==> config.mk <==
export PLATFORM = sky130hd
export DESIGN_NAME = vfifo_dual_queue_ctrl_flat
export DESIGN_NICKNAME = d
export VERILOG_FILES = /design/src/rtl/vfifo_pkg.sv /design/src/rtl/vfifo_dual_queue_ctrl_if.sv /design/src/rtl/vfifo_rr_arb2.sv /design/src/rtl/vfifo_dual_queue_ctrl.sv /design/src/flat_wrapper.sv
export SDC_FILE = /design/constraint.sdc
export NUM_CORES = 1
export LEC_CHECK = 0
export CAP_MARGIN = 20
export CORE_UTILIZATION = 30
export CTS_CLUSTER_SIZE = 8
export DETAILED_ROUTE_END_ITERATION = 8
export DONT_BUFFER_PORTS = 1
export GPL_ROUTABILITY_DRIVEN = 0
export PLACE_DENSITY = 0.53
export RECOVER_POWER = 25
export SETUP_SLACK_MARGIN = 0.3
export SLEW_MARGIN = 20
export SYNTH_ARGS = -nofsm -noshare
export SYNTH_HDL_FRONTEND = slang
export SYNTH_SLANG_ARGS = --single-unit
==> constraint.sdc <==
create_clock -name clk -period 2.2 [get_ports clk]
set_input_delay 0.55 -clock clk [delete_from_list [all_inputs] [get_ports clk]]
set_output_delay 0.55 -clock clk [all_outputs]
set_load 0.02 [all_outputs]
==> src/rtl/vfifo_pkg.sv <==
// Shared constants and pointer helpers for the dual-queue virtual FIFO.
// Imported by the interface, the arbiter and the controller top.
package vfifo_pkg;

  localparam int NUM_Q = 2;
  localparam int QID_W = 1;

  // Pointers carry one extra wrap bit above the index bits.
  // Full: only the wrap bit (bit aw-1) differs.
  function automatic logic ptr_full(
    input logic [31:0] wp,
    input logic [31:0] rp,
    input int          aw
  );
    return (wp ^ rp) == (32'h1 << (aw - 1));
  endfunction

  function automatic logic ptr_empty(
    input logic [31:0] wp,
    input logic [31:0] rp
  );
    return wp == rp;
  endfunction

endpackage

==> src/rtl/vfifo_dual_queue_ctrl_if.sv <==
// Client-side bundle of the dual-queue FIFO controller.
// master = queue user, slave = controller.
interface vfifo_dual_queue_ctrl_if #(
  parameter int DATA_WIDTH = 32
);
  import vfifo_pkg::*;

  logic [NUM_Q-1:0]            wr_req;
  logic [NUM_Q*DATA_WIDTH-1:0] wr_dat;
  logic [NUM_Q-1:0]            wr_ack;
  logic [NUM_Q-1:0]            rd_req;
  logic [NUM_Q-1:0]            rd_ack;
  logic                        rd_vld;
  logic [QID_W-1:0]            rd_qid;
  logic [DATA_WIDTH-1:0]       rd_dat;
  logic [NUM_Q-1:0]            full;
  logic [NUM_Q-1:0]            empty;

  modport master (
    output wr_req, wr_dat, rd_req,
    input  wr_ack, rd_ack, rd_vld,
    input  rd_qid, rd_dat, full, empty
  );

  modport slave (
    input  wr_req, wr_dat, rd_req,
    output wr_ack, rd_ack, rd_vld,
    output rd_qid, rd_dat, full, empty
  );

endinterface

==> src/rtl/vfifo_rr_arb2.sv <==
// Two-input round-robin arbiter with one-hot grant.
// On a tie the requester not granted last wins.
module vfifo_rr_arb2
  import vfifo_pkg::*;
(
  input  logic             clk,
  input  logic             rst,
  input  logic [NUM_Q-1:0] elig,
  output logic [NUM_Q-1:0] gnt
);

  logic [QID_W-1:0] last_q;
  logic [QID_W-1:0] last_d;

  // grant selection and last-grant update
  always_comb begin
    gnt    = '0;
    last_d = last_q;
    case (elig)
      2'b01:   gnt = 2'b01;
      2'b10:   gnt = 2'b10;
      2'b11:   gnt = last_q[0] ? 2'b01 : 2'b10;
      default: gnt = '0;
    endcase
    if (|gnt) last_d = gnt[1];
  end

  // last-grant register, queue 1 after reset so queue 0 wins first tie
  always_ff @(posedge clk) begin
    if (rst) last_q <= 1'b1;
    else     last_q <= last_d;
  end

endmodule

==> src/rtl/vfifo_dual_queue_ctrl.sv <==
// Two FIFOs sharing one dual-port RAM; address MSB selects the queue.
// Optional VFIFO_FILL_COUNT_EN adds a registered per-queue fill output.
module vfifo_dual_queue_ctrl
  import vfifo_pkg::*;
#(
  parameter int DATA_WIDTH = 32,
  parameter int ADDR_WIDTH = 8
) (
  input  logic                        clk,
  input  logic                        rst,
  vfifo_dual_queue_ctrl_if.slave      bus,
`ifdef VFIFO_FILL_COUNT_EN
  output logic [NUM_Q*ADDR_WIDTH-1:0] fill,
`endif
  output logic [ADDR_WIDTH-1:0]       ram_adr_a,
  output logic [DATA_WIDTH-1:0]       ram_d_a,
  output logic                        ram_we_a,
  output logic [ADDR_WIDTH-1:0]       ram_adr_b,
  output logic [DATA_WIDTH-1:0]       ram_d_b,
  output logic                        ram_we_b,
  input  logic [DATA_WIDTH-1:0]       ram_q_b
);

  localparam int PW = ADDR_WIDTH - 1;

  typedef logic [ADDR_WIDTH-1:0] ptr_t;

  ptr_t [NUM_Q-1:0] wptr_q, wptr_d;
  ptr_t [NUM_Q-1:0] rptr_q, rptr_d;

  logic [NUM_Q-1:0] full_q, full_d;
  logic [NUM_Q-1:0] empty_q, empty_d;
  logic             rd_vld_q, rd_vld_d;
  logic [QID_W-1:0] rd_qid_q, rd_qid_d;

  logic [NUM_Q-1:0] wr_elig, rd_elig;
  logic [NUM_Q-1:0] wr_gnt, rd_gnt;
  logic [QID_W-1:0] wr_sel, rd_sel;

  // no grants while in reset; status flags are registered
  assign wr_elig = bus.wr_req & ~full_q & {NUM_Q{~rst}};
  assign rd_elig = bus.rd_req & ~empty_q & {NUM_Q{~rst}};

  vfifo_rr_arb2 u_wr_arb (
    .clk  (clk),
    .rst  (rst),
    .elig (wr_elig),
    .gnt  (wr_gnt)
  );

  vfifo_rr_arb2 u_rd_arb (
    .clk  (clk),
    .rst  (rst),
    .elig (rd_elig),
    .gnt  (rd_gnt)
  );

  assign wr_sel = wr_gnt[1];
  assign rd_sel = rd_gnt[1];

  // RAM port A: write path of the granted queue
  always_comb begin
    ram_we_a  = |wr_gnt;
    ram_adr_a = {wr_sel, wptr_q[wr_sel][PW-1:0]};
    ram_d_a   = bus.wr_dat[wr_sel*DATA_WIDTH +: DATA_WIDTH];
  end

  // RAM port B: read-only, address of the granted queue
  always_comb begin
    ram_we_b  = 1'b0;
    ram_d_b   = '0;
    ram_adr_b = {rd_sel, rptr_q[rd_sel][PW-1:0]};
  end

  // pointer advance, status flags and read-valid pipeline
  always_comb begin
    wptr_d  = wptr_q;
    rptr_d  = rptr_q;
    full_d  = '0;
    empty_d = '0;
    for (int q = 0; q < NUM_Q; q++) begin
      if (wr_gnt[q]) wptr_d[q] = wptr_q[q] + ptr_t'(1);
      if (rd_gnt[q]) rptr_d[q] = rptr_q[q] + ptr_t'(1);
      full_d[q]  = ptr_full(32'(wptr_d[q]),
                            32'(rptr_d[q]),
                            ADDR_WIDTH);
      empty_d[q] = ptr_empty(32'(wptr_d[q]),
                             32'(rptr_d[q]));
    end
    rd_vld_d = |rd_gnt;
    rd_qid_d = rd_sel;
  end

  // state registers
  always_ff @(posedge clk) begin
    if (rst) begin
      wptr_q   <= '0;
      rptr_q   <= '0;
      full_q   <= '0;
      empty_q  <= '1;
      rd_vld_q <= 1'b0;
      rd_qid_q <= '0;
    end else begin
      wptr_q   <= wptr_d;
      rptr_q   <= rptr_d;
      full_q   <= full_d;
      empty_q  <= empty_d;
      rd_vld_q <= rd_vld_d;
      rd_qid_q <= rd_qid_d;
    end
  end

`ifdef VFIFO_FILL_COUNT_EN
  ptr_t [NUM_Q-1:0] fill_q, fill_d;

  // occupancy follows the next pointers
  always_comb begin
    fill_d = '0;
    for (int q = 0; q < NUM_Q; q++) begin
      fill_d[q] = wptr_d[q] - rptr_d[q];
    end
  end

  // fill register
  always_ff @(posedge clk) begin
    if (rst) fill_q <= '0;
    else     fill_q <= fill_d;
  end

  assign fill = fill_q;
`endif

  // rd_vld is masked in a reset cycle so a pending read is dropped
  assign bus.wr_ack = wr_gnt;
  assign bus.rd_ack = rd_gnt;
  assign bus.rd_vld = rd_vld_q & ~rst;
  assign bus.rd_qid = rd_qid_q;
  assign bus.rd_dat = ram_q_b;
  assign bus.full   = full_q;
  assign bus.empty  = empty_q;

endmodule

==> src/flat_wrapper.sv <==
// flat-port wrapper written by rule: the top's interface ports become plain ports
module vfifo_dual_queue_ctrl_flat import vfifo_pkg::*;
#(
  parameter int DATA_WIDTH = 32,
  parameter int ADDR_WIDTH = 8
)
  (clk, rst, ram_adr_a, ram_d_a, ram_we_a, ram_adr_b, ram_d_b, ram_we_b, ram_q_b, bus_wr_req, bus_wr_dat, bus_rd_req, bus_wr_ack, bus_rd_ack, bus_rd_vld, bus_rd_qid, bus_rd_dat, bus_full, bus_empty);
  vfifo_dual_queue_ctrl_if #(.DATA_WIDTH(DATA_WIDTH)) bus_i ();
  input  logic clk;
  input  logic rst;
  output logic [ADDR_WIDTH-1:0] ram_adr_a;
  output logic [DATA_WIDTH-1:0] ram_d_a;
  output logic ram_we_a;
  output logic [ADDR_WIDTH-1:0] ram_adr_b;
  output logic [DATA_WIDTH-1:0] ram_d_b;
  output logic ram_we_b;
  input  logic [DATA_WIDTH-1:0] ram_q_b;
  input wire logic [$bits(bus_i.wr_req)-1:0] bus_wr_req;
  input wire logic [$bits(bus_i.wr_dat)-1:0] bus_wr_dat;
  input wire logic [$bits(bus_i.rd_req)-1:0] bus_rd_req;
  output wire logic [$bits(bus_i.wr_ack)-1:0] bus_wr_ack;
  output wire logic [$bits(bus_i.rd_ack)-1:0] bus_rd_ack;
  output wire logic [$bits(bus_i.rd_vld)-1:0] bus_rd_vld;
  output wire logic [$bits(bus_i.rd_qid)-1:0] bus_rd_qid;
  output wire logic [$bits(bus_i.rd_dat)-1:0] bus_rd_dat;
  output wire logic [$bits(bus_i.full)-1:0] bus_full;
  output wire logic [$bits(bus_i.empty)-1:0] bus_empty;
  assign bus_i.wr_req = bus_wr_req;
  assign bus_i.wr_dat = bus_wr_dat;
  assign bus_i.rd_req = bus_rd_req;
  assign bus_wr_ack = bus_i.wr_ack;
  assign bus_rd_ack = bus_i.rd_ack;
  assign bus_rd_vld = bus_i.rd_vld;
  assign bus_rd_qid = bus_i.rd_qid;
  assign bus_rd_dat = bus_i.rd_dat;
  assign bus_full = bus_i.full;
  assign bus_empty = bus_i.empty;
  vfifo_dual_queue_ctrl #(.DATA_WIDTH(DATA_WIDTH), .ADDR_WIDTH(ADDR_WIDTH)) u_core (.clk(clk), .rst(rst), .bus(bus_i), .ram_adr_a(ram_adr_a), .ram_d_a(ram_d_a), .ram_we_a(ram_we_a), .ram_adr_b(ram_adr_b), .ram_d_b(ram_d_b), .ram_we_b(ram_we_b), .ram_q_b(ram_q_b));
endmodule
### Word level (Yosys, flattened, before mapping)

Cells that the tools add are included.

* bits in read-only memories: 0
* bits in writable memories: 0
* register bits: 40
* latch bits: 0
* word-level logic and storage cells: 51
* bits of input ports: 102
* memories: 0

* bitwise gates (word level): 10
* divide/modulo/power cells: 0
* muxes and demuxes: 12
* order comparisons: 2
* reductions and logical operators: 2
* $mul: 0
* shifts and indexed selects: 1
* eq/ne operators: 10
* $add $sub $neg: 4

Operators with widths (number)
* 32-bit by 8-bit equality test with 1-bit output, second input constant: 2
* 64-bit by 7-bit indexed part select with 32-bit output: 1
* 8-bit by 1-bit adder with 8-bit output, second input constant: 4
* 8-bit two-way mux: 4
* 7-bit two-way mux: 4
* 8-bit equality test: 2
* 8-bit bitwise XOR: 2
* 2-bit one-hot mux with 3 select lines: 2
* 2-bit AND: 4
* 2-bit equality test, second input constant: 4
* 2-bit by 1-bit equality test with 1-bit output, second input constant: 2
* 1-bit by 2-bit less-than comparator with 1-bit output, second input constant: 2
* 2-bit two-way mux: 2
* 2-bit NOT: 2
* 2-bit OR reduction: 2
* 1-bit AND: 1
* 1-bit NOT: 1

### Logic depth before layout (Yosys ltp)

* depth in word-level cells: 8
* mapped depth: 7

### By module

Synthesis repeated with hierarchy kept, for this count alone.

* cells, all modules: 331
* area total of the unflattened synthesis: 2991.6 um^2

By module, submodules not included
* vfifo_dual_queue_ctrl: cells an instance 319, instances 1, area an instance 2884.0 um^2, seq. area each 760.7 um^2
* vfifo_rr_arb2: cells an instance 6, instances 2, area an instance 53.8 um^2, seq. area each 20.0 um^2

### Worst setup path before layout

Ideal clock, no wire load.

* path kind: in2out
* from: in rst
* to: out ram_d_a[10]
* arrival time: 1923 ps
* path slack: -273 ps
* data required time: 1650 ps
* buffers on the path: 1
* stages: 6
* path through: nor3b_1 nand2_1 inv_1 clkbuf_1 nand2_1 nand2_1

* cells in the longest elaborated chain, start to end: 5

RTL lines
* start: declaration: RTL line flat_wrapper.sv:10 `input logic rst;`
* 1-bit NOT *: RTL line vfifo_dual_queue_ctrl.sv:41 `assign wr_elig = bus.wr_req & ~full_q & {NUM_Q{~rst}};`
* 2-bit AND *: RTL line vfifo_dual_queue_ctrl.sv:41
* 2-bit equality test or 2-bit by 1-bit equality test with 1-bit output (tied branches): RTL line vfifo_rr_arb2.sv:19 `case (elig)`
* 2-bit one-hot mux with 3 select lines *: RTL line vfifo_rr_arb2.sv:19
* named net bus_wr_ack[1]: RTL line flat_wrapper.sv:21 `output wire logic [$bits(bus_i.wr_ack)-1:0] bus_wr_ack;`
* 64-bit by 7-bit indexed part select with 32-bit output *: RTL line vfifo_dual_queue_ctrl.sv:65 `ram_d_a = bus.wr_dat[wr_sel*DATA_WIDTH +: DATA_WIDTH];`
* end: declaration: RTL line flat_wrapper.sv:12 `output logic [DATA_WIDTH-1:0] ram_d_a;`

The timed path passes the listed nets; every way through them passes the cells marked *.

### Worst setup path after layout

* from: reg u_core.empty_q[1], in the netlist u_core.bus.empty[1]
* to: out ram_adr_b[1]

* cells in the longest elaborated chain, start to end: 7

RTL lines
* start: declaration: RTL line vfifo_dual_queue_ctrl.sv:32 `logic [NUM_Q-1:0] empty_q, empty_d;`
* start signal: assignment: RTL line vfifo_dual_queue_ctrl.sv:107 `empty_q <= empty_d;`
* 2-bit NOT *: RTL line vfifo_dual_queue_ctrl.sv:42 `assign rd_elig = bus.rd_req & ~empty_q & {NUM_Q{~rst}};`
* 2-bit AND * (2 in a row): RTL line vfifo_dual_queue_ctrl.sv:42
* 2-bit equality test or 2-bit by 1-bit equality test with 1-bit output (tied branches): RTL line vfifo_rr_arb2.sv:19
* 2-bit one-hot mux with 3 select lines *: RTL line vfifo_rr_arb2.sv:19
* 7-bit two-way mux (not written as such) * (2 in a row): RTL line vfifo_dual_queue_ctrl.sv:72 `ram_adr_b = {rd_sel, rptr_q[rd_sel][PW-1:0]};`
* end: declaration: RTL line flat_wrapper.sv:14 `output logic [ADDR_WIDTH-1:0] ram_adr_b;`

Every way passes the cells marked *; elsewhere a longest branch is shown, timed or not. The select of a mux whose other input is x is not followed.

==> flow_summary_export.csv <==
group,metric,value,unit
routing,final_antenna_net_count,0,
setup_path,worstPathRequired,1650,ps
cells_and_area,fillCellCount,893,
placement,portBuffers,0,
logic_synthesis,synth_area,0.00310,mm²
hold_path,min_from,"rst",
logic_synthesis,synth.distinct_cells,42,
outcome,violations,"negative setup slack",
clocking,max-clock-path-buffers,2,
routing,drcViolationCount,0,
clocking,cts_sinks,40,
global_routing,grt_max_degree,44,
routing,via_count,2761,
timing,clock.fmax,0.453,GHz
clocking,cts_buffers,5,
timing,period_needed,2210,ps
timing,whs,313,ps
hold_path,hold_class,"in2reg",
floorplanning,io_pins,226,
timing,slew_violations,0,
logic_synthesis,synth_edf_count,0,
clocking,htree_levels,2,
timing,fin_skew,8.71,ps
timing,setup_viol,5,
cells_and_area,final_cells,566,
routing,via_per_inst,4.88,
global_routing,grt_pass1_wl,15500,µm
logic_synthesis,synth_seq_area_share,0.259,
global_routing,grt_pass1_vias,2704,
floorplanning,die_area,0.0107,mm²
power,max-vdd-ir-drop,305,µV
timing,hold_violations,0,
floorplanning,fp.dieW,104,µm
floorplanning,start_util,0.312,
floorplanning,die_h,104,µm
global_routing,track_usage,0.184,
routing,totalWireLength,10200,µm
setup_path,path_class,"reg2out",
cells_and_area,nets,538,
clocking,clk_latency,300,ps
setup_path,slowest_stage,"dfxtp_4",
logic_synthesis,postSynthCellCount,402,
routing,dr.pass1.iters,5,
setup_path,crit_path_start,"u_core.bus.empty[1]",
power,cellLeakagePower,2.16,nW
routing,drt_iter0_drc,91,
setup_path,crit_arrival,1660,ps
power,power_density,427,mW/mm²
setup_path,cpPeakStageDelay,360,ps
setup_path,worstReg2RegStart,"u_core.bus.full[0]",
placement,hpwl,7040,µm
setup_path,cp-end-kind,"output pin",
clocking,path_clk_slew,80,ps
logic_synthesis,async_reset_ff_frac,0,
timing,grt_setup_unrepaired,"yes",
run,maxCapViolations,0,
setup_path,r2r_slack,40,ps
timing,finalWorstSetupSlack,-6.53,ps
floorplanning,core,0.00991,mm²
cells_and_area,layout-drive-gt1-share,0.543,
timing,finalCritPeriodShare,1.00,
setup_path,cp-start-kind,"register",
routing,wl_per_cell,18.0,µm
setup_path,path_max_fanout,6,
cells_and_area,antenna_cells,0,
global_routing,grt_antenna_before_repair,0,
floorplanning,rows,36,
clocking,cts_tree,"yes",
logic_synthesis,yosys_register_bits,40,
power,total_power,2.06,mW
global_routing,grt_overflow_total,0,
clocking,cts-root-buf,"clkbuf_8",
logic_synthesis,ys_dominant_reg_cell,"dfxtp_1",
setup_path,crit_path_cell_trace,"buf_6, nor3b_4, and2_4, buf_8, mux2_4",
outcome,status,"finished, violations left",
placement,dp_cells,522,
logic_synthesis,post_synth.cell_area_avg,7.70,µm²
cells_and_area,area_growth,55.8,%
logic_synthesis,ys_warn_count,0,
[layout by cell type, fill, tap and decap left out, types with 3 or more instances in the layout]
master,Yosys,final
a21oi_1,5,4
and2_1,7,6
and3_1,3,3
buf_12,0,6
buf_16,0,6
buf_4,67,31
buf_6,1,23
buf_8,0,4
clkbuf_8,0,5
conb_1,1,33
dfxtp_1,40,33
dfxtp_2,0,5
ha_1,4,4
mux2_4,0,14
nand2_1,105,17
nand2_2,0,6
nand2_4,0,82
nand3_1,11,11
nand3b_1,3,3
nand4_1,11,11
nor2_1,28,28
nor3b_4,0,4
xnor2_1,22,16
xnor2_2,0,6
xor2_1,17,10
xor2_2,0,6
[worst paths after layout]
kind                                               end  cells past startpoint
worst max-delay path                      ram_adr_b[1]                      5
worst min-delay path                u_core.bus.full[0]                      1
worst max register to register      u_core.bus.full[0]                      7
worst min register to register  u_core.u_wr_arb.last_q                      2
[stage by stage]
step	setup TNS, ps	utilization	worst slack [ps]	area [µm²]
floorplan	0	-	16.9	3880
global placement	-12.3	0.369	-12.3	3660
detailed placement	-110	0.369	-64.0	3660
CTS	-26.0	0.463	-6.51	4590
global route	-1880	0.487	-83.7	4820
finish	-18.3	0.487	-6.53	4820
[flip-flops by register name (all words and copies together), names as in the netlist]
signal,cells
u_core.u_rd_arb.last_q,1
u_core.bus.rd_qid,1
u_core.rptr_q,16
u_core.rd_vld_q,1
u_core.u_wr_arb.last_q,1
u_core.bus.empty,2
u_core.wptr_q,16
u_core.bus.full,2
[per-layer routing]
metal / up-vias / track usage / wire length (µm)
met5: - / 0 / 0
met4: 0 / 0.0631 / 299
met3: 20 / 0.0585 / 814
met2: 153 / 0.332 / 5400
met1: 1316 / 0.202 / 3690
li1: 1272 / - / -
[cells by family (layout without fill, tap and decap cells)]
group	Yosys count	count (layout)	share of synthesized area
AOI/OAI and AO/OA	11	11	0.0246
adders and majority gates	4	4	0.0162
buffers and inverters	85	84	0.188
DFF	40	40	0.259
and+or+nand+nor	202	202	0.323
other	1	33	0.00121
xor gates and xnor gates	41	41	0.125
muxes	18	18	0.0638
[cells in the mapped netlist (5+ instances only)]
library cell | instances | area [µm²]
nor2_1 | 28 | 105
nor3b_1 | 6 | 45.0
nand3_1 | 11 | 55.1
buf_1 | 5 | 18.8
clkbuf_1 | 5 | 18.8
mux2_2 | 14 | 158
buf_4 | 67 | 503
nand2_1 | 105 | 394
and2_1 | 7 | 43.8
xor2_1 | 17 | 149
xnor2_1 | 22 | 193
nand4_1 | 11 | 68.8
dfxtp_1 | 40 | 801
a21oi_1 | 5 | 25.0
[final cells by class]
| cell class | instances | area (µm²) | share of cell area |
|---|---|---|---|
| flip-flops and latches | 40 | 815 | 0.169 |
| inverters | 4 | 32.5 | 0.00674 |
| well taps | 133 | 166 | 0.0345 |
| clock buffers | 6 | 72.6 | 0.0150 |
| repair buffers | 72 | 866 | 0.180 |
| multi-input cells | 309 | 2840 | 0.588 |
| clock inverters | 2 | 35.0 | 0.00726 |
[report_power, final]
group | internal, mW | leakage (nW) | switching, mW
registers | 0.743 | 0.325 | 0.0175
clock network | 0.337 | 0.0552 | 0.273
logic | 0.291 | 1.78 | 0.396
[repair_timing]
action,4_1_cts,5_1_grt
setup endpoints to repair,56,57
gates cloned,5,1
endpoints found under the hold margin,0,0
resized for setup,116,28
hold buffers,0,0
pin swaps,31,39
buffers inserted,23,7
[worst max-delay path: cells and delay by family, from the launching register on]
| kind | cells | cell delay (ps) |
|---|---|---|
| and+or+nand+nor | 2 | 400 |
| muxes | 1 | 340 |
| DFF | 1 | 360 |
| buffers and inverters | 2 | 260 |
Power figures use the tool's default switching activity.
